## src/rtl/conv_pkg.sv

```systemverilog
// Shared defaults, derived sizes and state encoding for the 32-to-8 serializer.
package conv_pkg;

  localparam int WORD_W_DEF = 32;
  localparam int BYTE_W_DEF = 8;
  localparam int NBYTES_DEF = WORD_W_DEF / BYTE_W_DEF;

  // Byte-index counter width; kept at least one bit so a 1-byte word still builds.
  function automatic int cnt_width(input int nbytes);
    return (nbytes > 1) ? $clog2(nbytes) : 1;
  endfunction

  localparam int CNT_W_DEF = cnt_width(NBYTES_DEF);

  typedef enum logic {
    ST_IDLE = 1'b0,
    ST_SEND = 1'b1
  } state_e;

endpackage

```

## src/rtl/conv_hold_buf.sv

```systemverilog
// One-entry holding buffer with bypass: an empty buffer passes a word straight
// through when the consumer takes it in the same cycle. Used only with CONV_HOLD_BUF_EN.
`ifdef CONV_HOLD_BUF_EN
module conv_hold_buf
  import conv_pkg::*;
#(
  parameter int WORD_W = WORD_W_DEF
) (
  input  logic              clk,
  input  logic              reset_L,
  input  logic              wr_valid,
  input  logic [WORD_W-1:0] wr_data,
  output logic              wr_ready,
  output logic              rd_valid,
  output logic [WORD_W-1:0] rd_data,
  input  logic              rd_ready
);

  logic              buf_valid_r;
  logic [WORD_W-1:0] buf_data_r;
  logic              buf_valid_nxt_s;
  logic [WORD_W-1:0] buf_data_nxt_s;
  logic              wr_fire_s;

  assign wr_ready  = !buf_valid_r;
  assign wr_fire_s = wr_valid && !buf_valid_r;
  assign rd_valid  = buf_valid_r || wr_valid;
  assign rd_data   = buf_valid_r ? buf_data_r : wr_data;

  // Next buffer contents: drain (with optional refill) or capture when not bypassed.
  always_comb begin
    buf_valid_nxt_s = buf_valid_r;
    buf_data_nxt_s  = buf_data_r;
    if (buf_valid_r && rd_ready) begin
      buf_valid_nxt_s = wr_fire_s;
      buf_data_nxt_s  = wr_data;
    end else if (!buf_valid_r && wr_fire_s && !rd_ready) begin
      buf_valid_nxt_s = 1'b1;
      buf_data_nxt_s  = wr_data;
    end else begin
      buf_valid_nxt_s = buf_valid_r;
      buf_data_nxt_s  = buf_data_r;
    end
  end

  // Buffer registers.
  always_ff @(posedge clk or negedge reset_L) begin
    if (!reset_L) begin
      buf_valid_r <= 1'b0;
      buf_data_r  <= {WORD_W{1'b0}};
    end else begin
      buf_valid_r <= buf_valid_nxt_s;
      buf_data_r  <= buf_data_nxt_s;
    end
  end

endmodule
`endif

```

## src/rtl/conv_32_8.sv

```systemverilog
// Word-to-byte serializer, MSB first, valid/ready on both sides.
// Define CONV_HOLD_BUF_EN to add a one-word holding buffer with a registered ready_out.
module conv_32_8
  import conv_pkg::*;
#(
  parameter int WORD_W = WORD_W_DEF,
  parameter int BYTE_W = BYTE_W_DEF
) (
  input  logic              clk,
  input  logic              reset_L,
  input  logic              valid_in,
  input  logic [WORD_W-1:0] data_in,
  output logic              ready_out,
  output logic [BYTE_W-1:0] data_out,
  output logic              valid_out,
  input  logic              ready_in
);

  localparam int              NBYTES   = WORD_W / BYTE_W;
  localparam int              CNT_W    = cnt_width(NBYTES);
  localparam logic [CNT_W-1:0] CNT_LAST = CNT_W'(NBYTES - 1);

  state_e            state_r, state_nxt_s;
  logic [WORD_W-1:0] shreg_r, shreg_nxt_s;
  logic [CNT_W-1:0]  cnt_r, cnt_nxt_s;
  logic              xfer_s, last_s, slot_s;
  logic              word_avail_s;
  logic [WORD_W-1:0] word_data_s;

  assign valid_out = (state_r == ST_SEND);
  assign data_out  = shreg_r[WORD_W-1 -: BYTE_W];
  assign xfer_s    = valid_out && ready_in;
  assign last_s    = (cnt_r == CNT_LAST);
  // A new word may enter shreg when idle or as the last byte leaves.
  assign slot_s    = (state_r == ST_IDLE) || (xfer_s && last_s);

`ifdef CONV_HOLD_BUF_EN
  logic buf_wr_ready_s;

  conv_hold_buf #(
    .WORD_W(WORD_W)
  ) u_hold_buf (
    .clk      (clk),
    .reset_L  (reset_L),
    .wr_valid (valid_in),
    .wr_data  (data_in),
    .wr_ready (buf_wr_ready_s),
    .rd_valid (word_avail_s),
    .rd_data  (word_data_s),
    .rd_ready (slot_s)
  );

  assign ready_out = reset_L && buf_wr_ready_s;
`else
  assign ready_out    = reset_L && slot_s;
  assign word_avail_s = valid_in && ready_out;
  assign word_data_s  = data_in;
`endif

  // Next-state: load a fresh word, shift to the next byte, or fall idle.
  always_comb begin
    state_nxt_s = state_r;
    shreg_nxt_s = shreg_r;
    cnt_nxt_s   = cnt_r;
    if (slot_s && word_avail_s) begin
      state_nxt_s = ST_SEND;
      shreg_nxt_s = word_data_s;
      cnt_nxt_s   = {CNT_W{1'b0}};
    end else if (xfer_s && !last_s) begin
      shreg_nxt_s = {shreg_r[WORD_W-BYTE_W-1:0], {BYTE_W{1'b0}}};
      cnt_nxt_s   = cnt_r + CNT_W'(1);
    end else if (xfer_s) begin
      state_nxt_s = ST_IDLE;
      cnt_nxt_s   = {CNT_W{1'b0}};
    end else begin
      state_nxt_s = state_r;
      shreg_nxt_s = shreg_r;
      cnt_nxt_s   = cnt_r;
    end
  end

  // State, shift register and byte counter.
  always_ff @(posedge clk or negedge reset_L) begin
    if (!reset_L) begin
      state_r <= ST_IDLE;
      shreg_r <= {WORD_W{1'b0}};
      cnt_r   <= {CNT_W{1'b0}};
    end else begin
      state_r <= state_nxt_s;
      shreg_r <= shreg_nxt_s;
      cnt_r   <= cnt_nxt_s;
    end
  end

endmodule

```

## config.mk

```make
export PLATFORM = sky130hd
export DESIGN_NAME = conv_32_8
export DESIGN_NICKNAME = d
export VERILOG_FILES = /design/src/rtl/conv_pkg.sv /design/src/rtl/conv_hold_buf.sv /design/src/rtl/conv_32_8.sv
export SDC_FILE = /design/constraint.sdc
export NUM_CORES = 1
export LEC_CHECK = 0
export ABC_CLOCK_PERIOD_IN_PS = 1900
export BUFFER_PORTS_ARGS = -buffer_cell sky130_fd_sc_hd__buf_2
export CAP_MARGIN = 5
export CELL_PAD_IN_SITES_DETAIL_PLACEMENT = 0
export CELL_PAD_IN_SITES_GLOBAL_PLACEMENT = 1
export CORE_MARGIN = 5
export CORE_UTILIZATION = 39
export DETAILED_ROUTE_END_ITERATION = 8
export HOLD_SLACK_MARGIN = 0.15
export PLACE_DENSITY = 0.83
export SLEW_MARGIN = 20
export SYNTH_ARGS = -nofsm -noshare
export SYNTH_HDL_FRONTEND = slang
export SYNTH_SLANG_ARGS = --single-unit
```

## constraint.sdc

```tcl
create_clock -name clk -period 1.9 [get_ports clk]
set_input_delay 0.095 -clock clk [delete_from_list [all_inputs] [get_ports clk]]
set_output_delay 0.095 -clock clk [all_outputs]
set_load 0.01 [all_outputs]
```

==> After elaboration in Yosys (flattened, before gate mapping) <==
Cells that the tools add are included.
Widths: inputs -> output; s select.
{ "word_totals": {"ff_bits": 35, "inputBits": 36, "elab_cells": 27} }
{ "classes": {"n_addsub": 1, "n_eq_ne": 2, "n_mux": 8, "bitwise": 1, "reduce_logical": 12} }
{ "op_table": {"columns": ["cell", "count"], "rows": [
  ["$mux 32", 2],
  ["$logic_and 1x1->1", 6],
  ["$mux 2", 3],
  ["$reduce_bool 2->1", 2],
  ["$mux 1", 3],
  ["$reduce_bool 3->1", 1],
  ["$add 2x1->2 const B", 1],
  ["$eq 2x2->1 const B", 1],
  ["$ne 2x2->1 const B", 1],
  ["$reduce_and 2->1", 1],
  ["$logic_not 1->1", 1],
  ["$logic_or 1x1->1", 1],
  ["$not 1->1", 1]
]} }

==> Longest topological paths before layout <==
Gate-level depths: netlist of the first run.
{ "depth": {"ltp_word": 8, "ltp_mapped": 6, "mapped_depth_nobuf": 4} }

==> Least setup slack after synthesis of the first run <==
No wires, ideal clock.
{ "synth_path": {"path_type": "register to register", "from": "register cnt_r[0]", "to": "register shreg_r[10]", "arrival_time_ns": 1.430, "required_ns": 1.774, "setup_slack_ns": 0.344, "stages_incl_launch_ff": 6, "n_path_buf": 1, "synth_period_minus_slack_ns": 1.556, "path_cell_list": "dfrtp_1 ha_1 a21bo_4 and2_4 buf_6 a221o_1"} }
{ "synth_via": {"elab_chain_cells": 7, "elab_cells_between_ends": 10, "classes_between": "eq/ne (1); mux (1); reduce/logical (8)"} }
{ "synth_rtl": {"columns": ["item", "line", "rtl"], "rows": [
  ["start: declaration", "conv_32_8.sv:25", "logic [CNT_W-1:0] cnt_r, cnt_nxt_s;"],
  ["start signal: assignment", "conv_32_8.sv:87", "cnt_r <= {CNT_W{1'b0}};"],
  ["start signal: assignment", "conv_32_8.sv:91", "cnt_r <= cnt_nxt_s;"],
  ["$eq 2x2->1 *", "conv_32_8.sv:33", "assign last_s = (cnt_r == CNT_LAST);"],
  ["$logic_and 1x1->1", "conv_32_8.sv:35", "assign slot_s = (state_r == ST_IDLE) || (xfer_s && last_s);"],
  ["$logic_or 1x1->1", "conv_32_8.sv:35", null],
  ["$logic_and 1x1->1", "conv_32_8.sv:55", "assign ready_out = reset_L && slot_s;"],
  ["$logic_and 1x1->1", "conv_32_8.sv:56", "assign word_avail_s = valid_in && ready_out;"],
  ["$logic_and 1x1->1", "conv_32_8.sv:65", "if (slot_s && word_avail_s) begin"],
  ["$mux 32 / $reduce_bool 2->1 (equally long branches)", null, null],
  ["end signal: assignment", "conv_32_8.sv:86", "shreg_r <= {WORD_W{1'b0}};"],
  ["end signal: assignment", "conv_32_8.sv:90", "shreg_r <= shreg_nxt_s;"],
  ["end: declaration", "conv_32_8.sv:24", "logic [WORD_W-1:0] shreg_r, shreg_nxt_s;"]
]} }
Mark *: on every way between the ends. The rest lies on a longest branch, timed or not.
A chain may end at the register's enable or synchronous reset.

==> Worst setup path in the final report of the first run <==
Same ends and word-level chain as after synthesis.

==> metrics.txt, run 1 <==
ranking of synthesized cells by area=dfrtp_1, a221o_1, and3_1; CP bufs+invs=0; Startpoint Class=flop; core area=0.00403 mm²; DIE HEIGHT=74.8 µm; register area share after synthesis=53.4%; initial core utilization=40.7%; Sum Neg Setup Slack=0 ns; warnings from Yosys=0; Post-synth EDFFs=0; commonest cells in the netlist=dfrtp_1, a221o_1, and3_1; RSZ-0062 raised after global routing=no; switching power=0.000930 W; Nets=245; Hold Startpoint=data_in[18]; Layout area overhead=37.3%; initial antenna violation count=0; fmax=583 MHz; number of global-route vias before repair=1419; top-level I/O count=46; Seq pwr share=41.2%; CTS tree=built; CTS sink count=35; DRT iter0 DRCs=86; Yosys top cell area share=53.4%; Routed WL=3980 µm; largest net degree at the start of global routing=38; # fillers=368; most common cell in the synthesized netlist=dfrtp_1; Final Slew Violations=0; Synth cell types=20; row count=23; share of cells above drive strength 1=28.2%; CTS root buf=clkbuf_8; Seq cells post-synth=35; worst min-delay path category=in2reg; Setup Viol. Count Final=0; first-pass GRT wire length=6710 µm; max-cap violations=0; top_reg_cell synth=dfrtp_1; Worst-Margin Slew=0.990 ns; power density over cell area=1310 mW/mm²; Critical Path AT=1.89 ns; per-cell routed wire length=15.4 µm; CP endpoint kind=flop; register area=876 µm²; Clock Power Share=26.6%; Final Power=0.00295 W; origin of the critical flop-to-flop path=cnt_r[0]$_DFFE_PN0P_; DRC viols=0; post-route ant nets=0; DIE AREA=0.00560 mm²; leakage=1.14 nW; final design utilization=55.8%; Worst-path clk slew=0.07 ns; period utilization=90.3%; status=finished, final reports clean; grt ovf=0; worst vdd ir=0.000562 V; CP max FO=29; Int Power=0.00202 W; final worst path period need=1.72 ns; multi-input logic area=634 µm²; critical path class=reg2reg; PortBufs=45; total setup buffers inserted after CTS=0; Cells after Synth=143; CTS Buf Count=5; All-Layer GR Usage=16.1%; Sw Share=31.5%; vias=1382; Hold Violations, Final=0; GP Congestion=0.729; drt pass-1 iters=4; ys async rst share=100%; Detail Placement HPWL=2530 µm; Layout Skew=0.00466 ns; Worst-Skew Late Latency=0.29 ns; Max-slew headroom=34.0%; cell taking the most area after synthesis=dfrtp_1; crit path cell chain=ha_1 -> a21bo_4 -> and2_4 -> a221o_1; Clock Path Buffers=2; Post-Syn Area=0.00164 mm²; Slowest-stage cell, CP=dfrtp_1; critical path data required time=2.07 ns; H-Tree Depth=2; synthesized net count=180; post-DR vias/cell=5.34; Logic pwr share=32.2%; CP Launch Point=cnt_r[0]$_DFFE_PN0P_; Top Family by Delay on Critical Path=compound AO/OA/AOI/OAI gates; Avg Cell Area, Syn=11.5 µm²; Antenna diodes=0; Worst path max stage delay=0.40 ns; width of the die=74.8 µm
## worst min-delay path, delay by kind of cell
| kind | cells | cell delay, ns |
|---|---|---|
| simple gates | 1 | 0.15 |
| compound gates | 1 | 0.10 |
| buf+inv | 1 | 0.07 |
## area by class of cell
type                    count  area share (%)
clock buffers               6            3.23
clock inverters             2            2.67
inverters                   1           0.167
multi-input cells          88            28.2
flip-flops and latches     35            38.9
well taps                  50            2.78
repair buffers             77            24.0
## layer usage
layer	share of wire [%]	vias up	GRT usage, %	routed length (µm)
li1	-	662	-	-
met1	45	663	22.1	1780
met4	1.7	0	5.34	66
met2	45	49	24.1	1800
met5	0	-	0	0
met3	8.4	8	5.07	333
## power groups by stage
stage	sequential, W	combinational (W)	clock (W)
CTS	0.00121	0.000930	0.000808
global placement	0.00122	0.000833	0
global route	0.00125	0.00107	0.000846
finish	0.00122	0.000950	0.000784
floorplan	0.00117	0.000789	0
detailed placement	0.00122	0.000875	0
## placed cells by master (no fill, tap or decap), types with 2 or more instances in the layout
master,n
buf_2,45
buf_4,2
and2_1,10
dfrtp_1,35
clkbuf_8,5
nand3_1,8
bufinv_16,2
a21oi_4,2
dlygate4sd3_1,30
a221o_1,24
and3_1,16
nand2_1,13
o21ai_1,8
## final timing paths
check / endpoint / slack, ns / cells past startpoint
setup / recovery: shreg_r[10]$_DFFE_PN0P_ / 0.18 / 4
hold / removal: shreg_r[18]$_DFFE_PN0P_ / 0.16 / 3
setup reg to reg: shreg_r[10]$_DFFE_PN0P_ / 0.18 / 4
hold reg to reg: shreg_r[24]$_DFFE_PN0P_ / 0.51 / 1
max in group asynchronous: cnt_r[0]$_DFFE_PN0P_ / 1.19 / 3
min in group asynchronous: shreg_r[25]$_DFFE_PN0P_ / 0.41 / 3
## metrics by stage
step                area, µm²  hold WS [ns]  instances  setup WS [ns]
CTS                      2230         0.152        258         0.0419
floorplan                1640        -0.201        143          0.344
finish                   2250         0.161        259          0.184
global route             2250         0.162        259         0.0991
global placement         1800         0.186        220          0.156
detailed placement       1800         0.184        220         0.0578
## timing repair
action,in CTS,in global routing
hold endpoints to repair,64,0
gates resized for setup,0,2
setup endpoints to repair,0,24
hold buffers,30,0
## kinds of logic (layout without fill, tap and decap cells)
group                    after synthesis  in the layout  synth area share [%]
AO/OA/AOI/OAI                         36             37                  20.0
buffers and inverters                 21             86                  8.93
flip-flops                            35             35                  53.4
AND/OR/NAND/NOR                       50             50                  16.9
adder cells (fa/ha/maj)                1              1                 0.763
## flip-flops by register name (all words and copies together) (netlist names)
register	cells
shreg_r	32
valid_out	1
cnt_r	2
Note: power is estimated with default switching activity, not from simulation.
==> inputs of run 2 (changes only) <==
- ABC_CLOCK_PERIOD_IN_PS: 1900 -> default
- PLACE_DENSITY: 0.83 -> default
- PLACE_DENSITY_LB_ADDON: default -> 0.1
==> run 2 against run 1 <==
Compared with the run above:
- register-to-register slack lost 0.06 ns
- first-iteration DRC count grew 23%
- design area shrank 0.28%
- combinational power grew 2.8%
- power shrank 5.5%
- non-clock buffer count grew 4
- wire length grew 2.2%
- largest power group unchanged
==> metrics.txt, run 2 (synthesis results as in run 1) <==
Post-DP Area=0.00182 mm² (was 0.00180 mm²); Startpoint Class=flop (unchanged); placed cell count=223 (was 220); crit path cell chain=ha_2 -> a21bo_4 -> buf_4 -> and2_1 -> buf_2 (was ha_1 -> a21bo_4 -> and2_4 -> a221o_1); total setup buffers inserted after CTS=0 (unchanged); design area=0.00224 mm² (was 0.00225 mm²); CTS Buf Count=5 (unchanged); largest net degree at the start of global routing=38 (unchanged); Reg with most FFs=shreg_r (unchanged); critical path data required time=1.80 ns (was 2.07 ns); Logic pwr share=35.0% (was 32.2%); DIE HEIGHT=74.8 µm (unchanged); core area=0.00403 mm² (unchanged); leakage=1.14 nW (about the same); CTS tree=built (unchanged); share of cells above drive strength 1=29.1% (was 28.2%); vias=1391 (was 1382); post-route ant nets=0 (unchanged); switching power=0.000941 W (was 0.000930 W); Int Power=0.00185 W (was 0.00202 W); Slowest-stage cell, CP=dfrtp_1 (unchanged); Largest register FFs=32 (unchanged); Worst-Margin Slew=0.651 ns (was 0.990 ns); number of global-route vias before repair=1362 (was 1419); Routed WL=4070 µm (was 3980 µm); grt ovf=0 (unchanged); power density over cell area=1240 mW/mm² (was 1310 mW/mm²); Max-slew headroom=56.6% (was 34.0%); GR Layer Usage met1=19.7% (was 22.1%); CP endpoint kind=primary output (was flop); Seq pwr share=43.6% (was 41.2%); DRT iter0 DRCs=106 (was 86); period utilization=94.2% (was 90.3%); worst min-delay path category=in2reg (unchanged); drt pass-1 iters=4 (unchanged); initial antenna violation count=0 (unchanged); Layout Skew=0.00520 ns (was 0.00466 ns); CP max FO=20 (was 29); status=finished, final reports clean (unchanged); grt met2 use=23.9% (was 24.1%); RSZ-0062 raised after global routing=no (unchanged); Final Slew Violations=0 (unchanged); first-pass GRT wire length=6340 µm (was 6710 µm); critical path class=reg2out (was reg2reg); Worst-path clk slew=0.07 ns (about the same); H-Tree Depth=2 (unchanged); top-level I/O count=46 (unchanged); Worst path max stage delay=0.40 ns (about the same); CTS root buf=clkbuf_8 (unchanged); final std cells w/o fill=263 (was 259); Worst-Skew Late Latency=0.29 ns (about the same); # fillers=373 (was 368); Antenna diodes=0 (unchanged); Layout area overhead=36.9% (was 37.3%); Detail Placement HPWL=2630 µm (was 2530 µm); Sw Share=33.7% (was 31.5%); M3 GR Usage=3.60% (was 5.07%); Clock Path Buffers=2 (unchanged); Setup Viol. Count Final=0 (unchanged); final worst path period need=1.79 ns (was 1.72 ns); Critical Path AT=1.70 ns (was 1.89 ns); Sum Neg Setup Slack=0 ns (unchanged); DIE AREA=0.00560 mm² (unchanged); GP Congestion=0.696 (was 0.729); Nets=249 (was 245); fmax=559 MHz (was 583 MHz); row count=23 (unchanged); All-Layer GR Usage=15.0% (was 16.1%); width of the die=74.8 µm (unchanged); PortBufs=45 (unchanged); initial core utilization=40.7% (unchanged); CTS sink count=35 (unchanged); Hold Violations, Final=0 (unchanged); commonest non-fill, non-tap cell in the layout=buf_2 (unchanged); Clock Power Share=21.4% (was 26.6%); per-cell routed wire length=15.5 µm (was 15.4 µm); post-DR vias/cell=5.29 (was 5.34); most frequent cells in the layout=buf_2, dfrtp_1, dlygate4sd3_1 (unchanged); max-cap violations=0 (unchanged); DRC viols=0 (unchanged); worst vdd ir=0.000540 V (was 0.000562 V); GR peak layer=met2 (unchanged)
[run 2: cell count changes in the layout (fill, tap and decap cells not counted)]
| cell | change |
|---|---|
| ha_2 | +1 |
| clkbuf_8 | +2 |
| and3b_1 | +1 |
| a21oi_2 | +1 |
| a21oi_4 | -1 |
| and3b_2 | -1 |
| dlygate4sd3_1 | +1 |
| buf_4 | +3 |
| bufinv_16 | -2 |
| ha_1 | -1 |
[run 2: area by class of cell]
cell class,count,area (µm²),share of cell area (%)
clock buffers,8,100,4.46
inverters,1,3.75,0.167
multi-input cells,88,628,28.0
flip-flops and latches,35,876,39.0
well taps,50,62.6,2.79
repair buffers,81,573,25.5
[run 2: routing by layer]
layer	vias up	part of all wire, %
li1	668	-
met5	-	0
met1	677	45
met4	0	1.6
met3	7	6.3
met2	39	47
[run 2: metrics by stage]
stage	hold slack (ns)	setup slack [ns]	utilization, %	total power (W)
final	0.151	0.110	55.7	0.00279
after global routing	0.157	0.0521	55.7	0.00296
after CTS	0.151	0.0689	55.4	0.00278
after detailed placement	0.232	0.0981	45.2	0.00214
after global placement	0.220	0.135	45.2	0.00210
after floorplan	-0.201	0.344	-	0.00196
[run 2: worst paths after layout]
kind / start / to / slack, ns / cells past startpoint
max: cnt_r[0]$_DFFE_PN0P_ / ready_out / 0.11 / 5
min: data_in[18] / shreg_r[18]$_DFFE_PN0P_ / 0.15 / 3
max reg2reg: cnt_r[0]$_DFFE_PN0P_ / shreg_r[20]$_DFFE_PN0P_ / 0.12 / 4
min reg2reg: shreg_r[26]$_DFFE_PN0P_ / shreg_r[26]$_DFFE_PN0P_ / 0.51 / 1
max in group asynchronous: reset_L / shreg_r[5]$_DFFE_PN0P_ / 1.14 / 3
min in group asynchronous: reset_L / shreg_r[31]$_DFFE_PN0P_ / 0.44 / 3
[run 2: what timing repair did]
item | 4_1_cts | 5_1_grt
hold buffers | 31 | 0
endpoints found under the setup margin | 0 | 14
endpoints found under the hold margin | 65 | 0
resized for setup | 0 | 1
[run 2: worst max-delay path: cells and delay by family, from the launching register on]
kind                     cells  cell delay, ns
AO/OA/AOI/OAI                1            0.29
adder cells (fa/ha/maj)      1            0.22
buffers and inverters        2            0.33
flip-flops                   1            0.40
AND/OR/NAND/NOR              1            0.16
[run 2: power by group through the flow]
stage | clock network (W) | logic [W] | registers, W
after floorplan | 0 | 0.000789 | 0.00117
after global placement | 0 | 0.000886 | 0.00122
after detailed placement | 0 | 0.000911 | 0.00123
after CTS | 0.000604 | 0.000961 | 0.00121
after global routing | 0.000633 | 0.00108 | 0.00125
final | 0.000596 | 0.000977 | 0.00122
